==> src/rtl/decode_stage.sv <==
// RV32/RV64 instruction decode stage: field split, format classification and
// sign-extended immediate, with valid/ready handshakes and an optional skid buffer.
module decode_stage #(
    parameter int XLEN = 32,
    parameter bit SKID = 1'b1
) (
    input  logic            clk,
    input  logic            rst,
    input  logic            in_valid,
    output logic            in_ready,
    input  logic [31:0]     in_instr,
    input  logic [XLEN-1:0] in_pc,
    input  logic            flush,
    output logic            out_valid,
    input  logic            out_ready,
    output logic [XLEN-1:0] out_pc,
    output logic [6:0]      out_opcode,
    output logic [4:0]      out_rd,
    output logic [2:0]      out_funct3,
    output logic [4:0]      out_rs1,
    output logic [4:0]      out_rs2,
    output logic [6:0]      out_funct7,
    output logic [XLEN-1:0] out_imm,
    output logic [2:0]      out_itype,
    output logic            out_illegal
);

    typedef enum logic [2:0] {
        FMT_R = 3'd0,
        FMT_I = 3'd1,
        FMT_S = 3'd2,
        FMT_B = 3'd3,
        FMT_U = 3'd4,
        FMT_J = 3'd5
    } fmt_e;

    // Fields are plain slices of the held word, so only the word itself is stored.
    typedef struct packed {
        logic [XLEN-1:0] pc;
        logic [31:0]     instr;
        logic [XLEN-1:0] imm;
        fmt_e            itype;
        logic            illegal;
    } beat_t;

    beat_t       dec;
    beat_t       out_q;
    logic        out_valid_q;
    logic        accept;
    fmt_e        fmt;
    logic        known;
    logic [31:0] imm32;

    always_comb begin
        // NOTE: every signal gets a default before the case so no path leaves it unassigned (no latch).
        fmt   = FMT_I;
        known = 1'b1;
        imm32 = '0;
        unique case (in_instr[6:0])
            7'b0110011:                                     fmt = FMT_R;
            7'b0010011, 7'b0000011, 7'b1100111,
            7'b1110011, 7'b0001111:                         fmt = FMT_I;
            7'b0100011:                                     fmt = FMT_S;
            7'b1100011:                                     fmt = FMT_B;
            7'b0110111, 7'b0010111:                         fmt = FMT_U;
            7'b1101111:                                     fmt = FMT_J;
            7'b0111011: if (XLEN == 64) fmt = FMT_R; else known = 1'b0;
            7'b0011011: if (XLEN == 64) fmt = FMT_I; else known = 1'b0;
            default:                                        known = 1'b0;
        endcase
        if (in_instr[1:0] != 2'b11) known = 1'b0;
        if (!known) fmt = FMT_I;

        unique case (fmt)
            FMT_I:   imm32 = {{20{in_instr[31]}}, in_instr[31:20]};
            FMT_S:   imm32 = {{20{in_instr[31]}}, in_instr[31:25], in_instr[11:7]};
            FMT_B:   imm32 = {{19{in_instr[31]}}, in_instr[31], in_instr[7],
                              in_instr[30:25], in_instr[11:8], 1'b0};
            FMT_U:   imm32 = {in_instr[31:12], 12'b0};
            FMT_J:   imm32 = {{11{in_instr[31]}}, in_instr[31], in_instr[19:12],
                              in_instr[20], in_instr[30:21], 1'b0};
            default: imm32 = '0;
        endcase

        dec.pc      = in_pc;
        dec.instr   = in_instr;
        dec.imm     = XLEN'($signed(imm32));
        dec.itype   = fmt;
        dec.illegal = !known;
    end

    assign accept = in_valid && in_ready;

    if (SKID) begin : g_skid
        beat_t skid_q;
        logic  skid_valid;

        assign in_ready = !skid_valid;

        always_ff @(posedge clk or posedge rst) begin
            if (rst) begin
                out_valid_q <= 1'b0;
                out_q       <= '0;
                skid_valid  <= 1'b0;
                skid_q      <= '0;
            end else if (flush) begin
                out_valid_q <= 1'b0;
                skid_valid  <= 1'b0;
            end else if (!out_valid_q || out_ready) begin
                // Output slot frees up: the older skid beat always goes first.
                if (skid_valid) begin
                    out_q       <= skid_q;
                    out_valid_q <= 1'b1;
                    skid_valid  <= 1'b0;
                end else begin
                    out_valid_q <= accept;
                    if (accept) out_q <= dec;
                end
            end else if (accept) begin
                skid_q     <= dec;
                skid_valid <= 1'b1;
            end
        end
    end else begin : g_single
        assign in_ready = !out_valid_q || out_ready;

        always_ff @(posedge clk or posedge rst) begin
            if (rst) begin
                out_valid_q <= 1'b0;
                out_q       <= '0;
            end else if (flush) begin
                out_valid_q <= 1'b0;
            end else if (in_ready) begin
                out_valid_q <= in_valid;
                if (accept) out_q <= dec;
            end
        end
    end

    assign out_valid   = out_valid_q;
    assign out_pc      = out_q.pc;
    assign out_opcode  = out_q.instr[6:0];
    assign out_rd      = out_q.instr[11:7];
    assign out_funct3  = out_q.instr[14:12];
    assign out_rs1     = out_q.instr[19:15];
    assign out_rs2     = out_q.instr[24:20];
    assign out_funct7  = out_q.instr[31:25];
    assign out_imm     = out_q.imm;
    assign out_itype   = out_q.itype;
    assign out_illegal = out_q.illegal;

endmodule

==> config.mk <==
export PLATFORM = sky130hd
export DESIGN_NAME = decode_stage
export DESIGN_NICKNAME = d
export VERILOG_FILES = /design/src/rtl/decode_stage.sv
export SDC_FILE = /design/constraint.sdc
export NUM_CORES = 1
export LEC_CHECK = 0
export BUFFER_PORTS_ARGS = -buffer_cell sky130_fd_sc_hd__clkbuf_2
export CORE_MARGIN = 2
export CORE_UTILIZATION = 35
export CTS_CLUSTER_SIZE = 12
export DETAILED_ROUTE_END_ITERATION = 8
export PLACE_DENSITY = 0.58
export SLEW_MARGIN = 40
export SYNTH_ARGS = -nofsm -noshare
export SYNTH_HDL_FRONTEND = slang
export SYNTH_SLANG_ARGS = --single-unit
==> constraint.sdc <==
create_clock -name clk -period 9.4 [get_ports clk]
set_input_delay 1.88 -clock clk [delete_from_list [all_inputs] [get_ports clk]]
set_output_delay 1.88 -clock clk [all_outputs]
set_load 0.02 [all_outputs]
==> run metrics, run 1 <==
distinct cell type count after synthesis=45; CP endpoint kind=flop; Initial Util=35.9%; Post-route DRC=0; drt total wl=around 23000 um; Final Worst Setup Slack=just under 6 ns; pre-CTS setup slack=between 5 and 6 ns; GP Congestion=roughly 0.77; Syn Inst Count=929; Clock Latency Late Sink=around 0.50 ns; Routed WL per cell=roughly 16 um; Synth-to-Final Area Change=21.8%; setup repair bufs after CTS=0; initial antenna violation count=2; Synth area leader=dfrtp_1; root buf cell=clkbuf_16; Site Rows=57; synthesized cell area=a little under 9000 um^2; post-synthesis sequential area ratio=between 50% and 60%; status=finished clean; layout cells sized above 1=a little over a fifth; clock-pin slew on the worst setup and hold paths=roughly 0.060 ns; #FFs+latches synth=202; static leakage power=roughly 5.2 nW; Die ar.=between 20000 and 30000 um^2; CP Data Arrival Time=between 3 and 4 ns; Yosys warnings=0; leading post-synthesis cells by cell area=dfrtp_1, nand2_1, mux2i_1, o21ai_0, a21oi_1; number of DRC markers in iteration 0=402; Final period util=a little under two fifths; All-Layer GR Usage=roughly 17%; Min Hold Slack=roughly 0.47 ns; antenna-violating nets left=0; final core occ=43.7%; setup TNS=0 ns; Synthesized Nets=998; CTS Buf Count=23; CP max FO=13; Setup Skew=approximately 0.011 ns; fillers=2431; top-area cell type share of the netlist area=a little under three fifths; fin. max-slew vios=0; setup violators final=0; Peak VDD IR=a little over 0.1 mV; RSZ-0062 raised after global routing=false; Max Buffers Root-to-Sink=3; Worst-Margin Slew=a little over 0.7 ns; vias per cell=4.93; Net count, final=1139; EDFF count, synth=0; TritonRoute pass-1 iters=5; Via Count=6957; first-pass GRT wire length=~37000 um; largest net degree at the start of global routing=between 100 and 150; Worst Path Required=9.80 ns; WS Path Type=primary input to flop; worst hold path type=flop to flop; total congestion overflow=0; CTS Hold Buffers Added=0; ys flop type=dfrtp_1; CP startpoint kind=primary input; vias in the first global route=between 6000 and 7000; Clock Sinks=202; dpl hpwl=15000 um; max cap viols=0; Die Y=about 160 um; asr flop ratio synth=100%; Resized cells post-CTS=0; IO buf count=170; CTS H-Tree Depth=1; CTS tree=built; Max Fclk=approximately 290 MHz; Die Wd=between 150 and 200 um; Boundary Pins=171; Rel. slew slack=between 50% and 60%; Power Density=around 230 nW/um^2; top cells by count, synth=nand2_1, dfrtp_1, o21ai_0; final hold viol count=0; area of the core=roughly 24000 um^2; most frequent cell after synthesis=nand2_1; syn avg cell area=between 9 and 10 um^2; final worst path period need=~3.4 ns
## cell type report
cell class	count	area [um^2]	area share (%)
Antenna cell	1	2.50	0.0234
Clock inverter	6	86.3	0.807
Sequential cell	202	5060	47.3
Multi-Input combinational cell	656	3450	32.3
Inverter	6	35.0	0.328
Clock buffer	35	691	6.46
Tap cell	324	405	3.79
Timing Repair Buffer	181	962	9.00
## worst paths after layout
check	start	end	slack, ns	cells after the start
setup / recovery	in_instr[6]	out_imm[18]	5.95	6
hold / removal	g_skid.skid_q[97]	g_skid.skid_q[97]	0.47	2
setup reg to reg	g_skid.skid_valid	g_skid.skid_q[20]	6.55	6
hold reg to reg	g_skid.skid_q[97]	g_skid.skid_q[97]	0.47	2
max in group asynchronous	rst	g_skid.skid_valid	6.62	3
min in group asynchronous	rst	out_pc[11]	1.49	2
## cell families (layout without fill, tap and decap cells)
| kind of cell | Yosys count | in the layout | share of synthesized area, % |
|---|---|---|---|
| buffers and inverters | 71 | 228 | 3.48 |
| other | 0 | 1 | 0 |
| AO/OA/AOI/OAI | 198 | 198 | 13.0 |
| XOR/XNOR | 1 | 1 | 0.0998 |
| flip-flops | 202 | 202 | 57.6 |
| multiplexers | 68 | 68 | 7.78 |
| AND/OR/NAND/NOR | 389 | 389 | 18.1 |
## through the flow
stage / instances / power [mW] / area (um^2)
finish: 1411 / 2.45 / 10700
global route: 1411 / 2.59 / 10700
CTS: 1410 / 2.49 / 10700
detailed placement: 1369 / 1.56 / 9900
global placement: 1367 / 1.55 / 9850
floorplan: 929 / 1.39 / 8780
## state kept, by name, summed over array words and instances (netlist names)
name               count
out_pc                32
out_illegal            1
out_rs1                5
out_funct7             7
out_funct3             3
out_opcode             7
out_rs2                5
out_rd                 5
out_imm               32
out_itype              3
out_valid              1
g_skid.skid_valid      1
g_skid.skid_q        100
## per-layer routing
layer / share of wire [%] / global-route usage, % / up-vias
met5: 0.069 / 0 / -
met4: 1.4 / 3.82 / 2
met3: 6.2 / 3.87 / 28
met2: 45 / 27.2 / 186
met1: 48 / 25.1 / 3338
li1: - / - / 3403
## power breakdown
group / total (mW) / internal [mW] / switching, mW
sequential: 1.13 / 1.04 / 0.0924
combinational: 0.410 / 0.145 / 0.266
clock: 0.909 / 0.560 / 0.349
## placed cells by master, fill, tap and decap left out, types with 8 or more instances in the layout
cell type    n
clkbuf_2   170
o31ai_1      9
buf_4        8
nand2_1    317
clkbuf_16   23
a22oi_1     10
o21ai_0    118
mux2i_1     66
nor2_1      30
nor3_1      11
dfrtp_1    201
a21oi_1     33
## worst max-delay path, cell delays in order
cell and delay (ns):
clkbuf_2 0.19, nand4bb_1 0.28, nor2_2 0.51, nor2_1 0.34, and3_1 0.35, o31ai_1 0.28
No activity file was read; power rests on OpenSTA's default activity.
==> inputs of run 2 (changes only) <==
--- a/config.mk
+++ b/config.mk
@@ -5,12 +5,13 @@
 export SDC_FILE = /design/constraint.sdc
 export NUM_CORES = 1
 export LEC_CHECK = 0
+export ABC_AREA = 1
 export BUFFER_PORTS_ARGS = -buffer_cell sky130_fd_sc_hd__clkbuf_2
 export CORE_MARGIN = 2
 export CORE_UTILIZATION = 35
 export CTS_CLUSTER_SIZE = 12
 export DETAILED_ROUTE_END_ITERATION = 8
-export PLACE_DENSITY = 0.58
+export PLACE_DENSITY = 0.59
 export SLEW_MARGIN = 40
 export SYNTH_ARGS = -nofsm -noshare
 export SYNTH_HDL_FRONTEND = slang
==> constraint.sdc (replaced) <==
create_clock -name clk -period 3.1 [get_ports clk]
set_input_delay 0.62 -clock clk [delete_from_list [all_inputs] [get_ports clk]]
set_output_delay 0.62 -clock clk [all_outputs]
set_load 0.02 [all_outputs]
==> run 2 against run 1 <==
Die area up 8.6%. Wire length up 8.1%. Utilization down 1.4 points. Worst hold slack worse by 0.45 ns. Cell count up 20%. Clock-buffer cell count down 1. Non-clock buffer count up 4. Setup slack worse by 5.4 ns. Clock skew up 0.011 ns. Via count up 14%. Sequential power rose to 3.1 times the previous value. Critical path type is now flop to flop. Critical endpoint is now out_rs1[1]. Highest routed layer unchanged.
==> run metrics, run 2 <==
#FFs+latches synth=202 (unchanged); Final Worst Setup Slack=0.589 ns (-5.36 ns); CP Data Arrival Time=2.88 ns (-0.97 ns); Peak VDD IR=0.381 mV (+270%); Power Density=657 nW/um^2 (+190%); Site Rows=60 (+5.3%); Die Y=169 um (+4.2%); top-area cell type share of the netlist area=52.9% (-4.7 points); syn avg cell area=7.93 um^2 (-16%); total congestion overflow=0 (unchanged); Initial Util=35.6% (-0.33 points); CP max FO=74 (+61); Max Fclk=~400 MHz; critical path cell sequence=inv_6 -> a21oi_1 -> nand2_8 -> buf_4 -> nand2_1 -> o21ai_0; worst hold path type=primary input to async pin; dpl hpwl=16400 um (+9.4%); commonest non-fill, non-tap cells in the layout=nand2_1, o21ai_0, dfrtp_1; Rel. slew slack=54.7% (+3.2 points); Resized cells post-CTS=0 (unchanged); fin. max-slew vios=0 (unchanged); Final period util=81.0%; Post-route DRC=0 (unchanged); setup violators final=0 (unchanged); TritonRoute pass-1 iters=6 (+1); Top delay family on crit path=flip-flops; Worst Path Required=3.47 ns (-6.33 ns); Psw=2.27 mW (+220%); setup repair bufs after CTS=0 (unchanged); largest net degree at the start of global routing=158 (+25%); most common cell after layout, fill and taps aside=nand2_1; Int Power=5.19 mW (+200%); ys flop type=dfrtp_1; Synth-to-Final Area Change=18.9%; number of DRC markers in iteration 0=603 (+50%); Clock power frac=34.8% (-2.3 points); Worst-Margin Slew=0.679 ns (-0.0480 ns); synthesized cell area=9560 um^2 (+8.9%); Buf/Inv on CP=2 (+1); Synthesized Nets=1274 (+28%); final worst path period need=2.51 ns; leading post-synthesis cells by cell area=dfrtp_1, nand2_1, o21ai_0, nor2_1, inv_1; CTS Buf Count=23 (unchanged); layout cells sized above 1=19.5% (-2.0 points); Die Wd=169 um (+4.2%); Syn Inst Count=1205 (+30%); distinct cell type count after synthesis=28 (-38%); first-pass GRT wire length=40100 um (+8.2%); clock-pin slew on the worst setup and hold paths=0.06 ns (about the same); slowest stage delay, CP=0.74 ns (+0.23 ns); Reg with most FFs=g_skid.skid_q; Yosys warnings=0 (unchanged); root buf cell=clkbuf_16; Comb pwr share=18.7% (+1.9 points); power share of the sequential group=46.5% (+0.4 points); Sw Ratio=30.5% (+1.6 points); pre-CTS setup slack=0.559 ns (-4.90 ns); RSZ-0062 raised after global routing=false; IO buf count=170 (unchanged); post-synthesis sequential area ratio=52.9% (-4.7 points); area of the core=26900 um^2 (+9.9%); CTS tree=built; Boundary Pins=171 (unchanged); CP endpoint kind=flop; static leakage power=6.27 nW (+21%); Max Buffers Root-to-Sink=3 (unchanged); Clock Sinks=202 (unchanged); GP Congestion=0.843 (+9.8%); All-Layer GR Usage=17.3% (-0.18 points); drt total wl=25100 um (+8.1%); # placed instances=1652 (+21%); fillers=2761 (+14%); antenna-violating nets left=0 (unchanged); initial antenna violation count=3 (+1); max cap viols=0 (unchanged); final hold viol count=0 (unchanged); Die ar.=28600 um^2 (+8.6%); top cells by count, synth=nand2_1, o21ai_0, dfrtp_1; Setup Skew=0.0218 ns (+0.0111 ns); Clock Latency Late Sink=0.52 ns (+0.02 ns); Net count, final=1406 (+23%); CP max-delay cell=dfrtp_1; final cell count without fillers=1693 (+20%); CTS H-Tree Depth=1 (unchanged); WS Path Type=flop to flop; vias in the first global route=7324 (+8.5%); most frequent cell after synthesis=nand2_1; CTS Hold Buffers Added=0 (unchanged); vias per cell=4.68 (-5.1%); asr flop ratio synth=100% (unchanged); EDFF count, synth=0 (unchanged); status=finished clean; Routed WL per cell=14.8 um (-9.9%); CP startpoint kind=flop; Synth area leader=dfrtp_1; max FFs per register=100 (unchanged); Via Count=7922 (+14%)
[run 2: changes by cell type after synthesis, moves of 16 or more]
cell,before,now
nand3_1,2,44
mux2i_1,66,0
a21oi_1,33,17
o21ai_0,118,211
nand3_2,0,22
nor2_1,31,102
nand2_1,317,409
inv_1,6,78
[run 2: through the flow]
| step | utilization [%] | area, um^2 | power, mW | TNS [ns] | hold slack (ns) |
|---|---|---|---|---|---|
| floorplan | - | 9560 | 4.40 | -27.53 | 0.448 |
| global placement | 39.5 | 10600 | 4.88 | 0 | 0.461 |
| detailed placement | 39.5 | 10600 | 4.92 | 0 | 0.465 |
| CTS | 42.1 | 11300 | 7.55 | 0 | 0.00929 |
| global route | 42.3 | 11400 | 7.89 | 0 | 0.00770 |
| finish | 42.3 | 11400 | 7.46 | 0 | 0.0180 |
[run 2: layout make-up]
type / instances / area, um^2 / area share, %
inverter: 87 / 338 / 2.97
timing repair buffer: 185 / 1010 / 8.91
sequential: 202 / 5050 / 44.5
clock inverter: 5 / 56.3 / 0.496
multi-input combinational: 838 / 3820 / 33.6
antenna: 1 / 2.50 / 0.0220
clock buffer: 34 / 647 / 5.69
tap: 341 / 427 / 3.76
[run 2: final timing paths]
| path | start | end | slack [ns] | cells past startpoint |
|---|---|---|---|---|
| worst min register to register | g_skid.skid_q[47] | g_skid.skid_q[47] | 0.48 | 2 |
| max in group asynchronous | rst | out_itype[1] | 2.03 | 4 |
| worst max register to register | g_skid.skid_valid | out_rs1[1] | 0.59 | 6 |
| worst min-delay path | rst | out_rs1[3] | 0.02 | 2 |
| worst max-delay path | g_skid.skid_valid | out_rs1[1] | 0.59 | 6 |
| min in group clk | in_pc[9] | g_skid.skid_q[77] | 0.36 | 3 |
[run 2: cells by family after synthesis]
group                  share of synthesized area (%)
buffers and inverters                           7.32
AOI/OAI and AO/OA                               12.8
DFF                                             52.9
and+or+nand+nor                                 26.9
[run 2: per-layer routing]
layer	vias to the layer above	wire length (um)	GRT usage (%)
met3	19	1380	3.03
met5	-	13	0
li1	4086	-	-
met4	2	289	4.01
met1	3628	12400	25.8
met2	187	11000	26.1
[run 2: worst reg2reg max path, delay by kind of cell, from the launching register on]
family          cells  cell delay, ns
simple gates        2            0.48
compound gates      2            0.51
buf+inv             2            0.62
flops               1            0.74
[run 2: power groups by stage]
stage                     logic [mW]  clock network (mW)  registers (mW)
after floorplan                0.672                   0            3.72
after global placement          1.38                   0            3.49
after detailed placement        1.41                   0            3.51
after CTS                       1.41                2.67            3.47
after global routing            1.59                2.77            3.53
final                           1.39                2.59            3.47
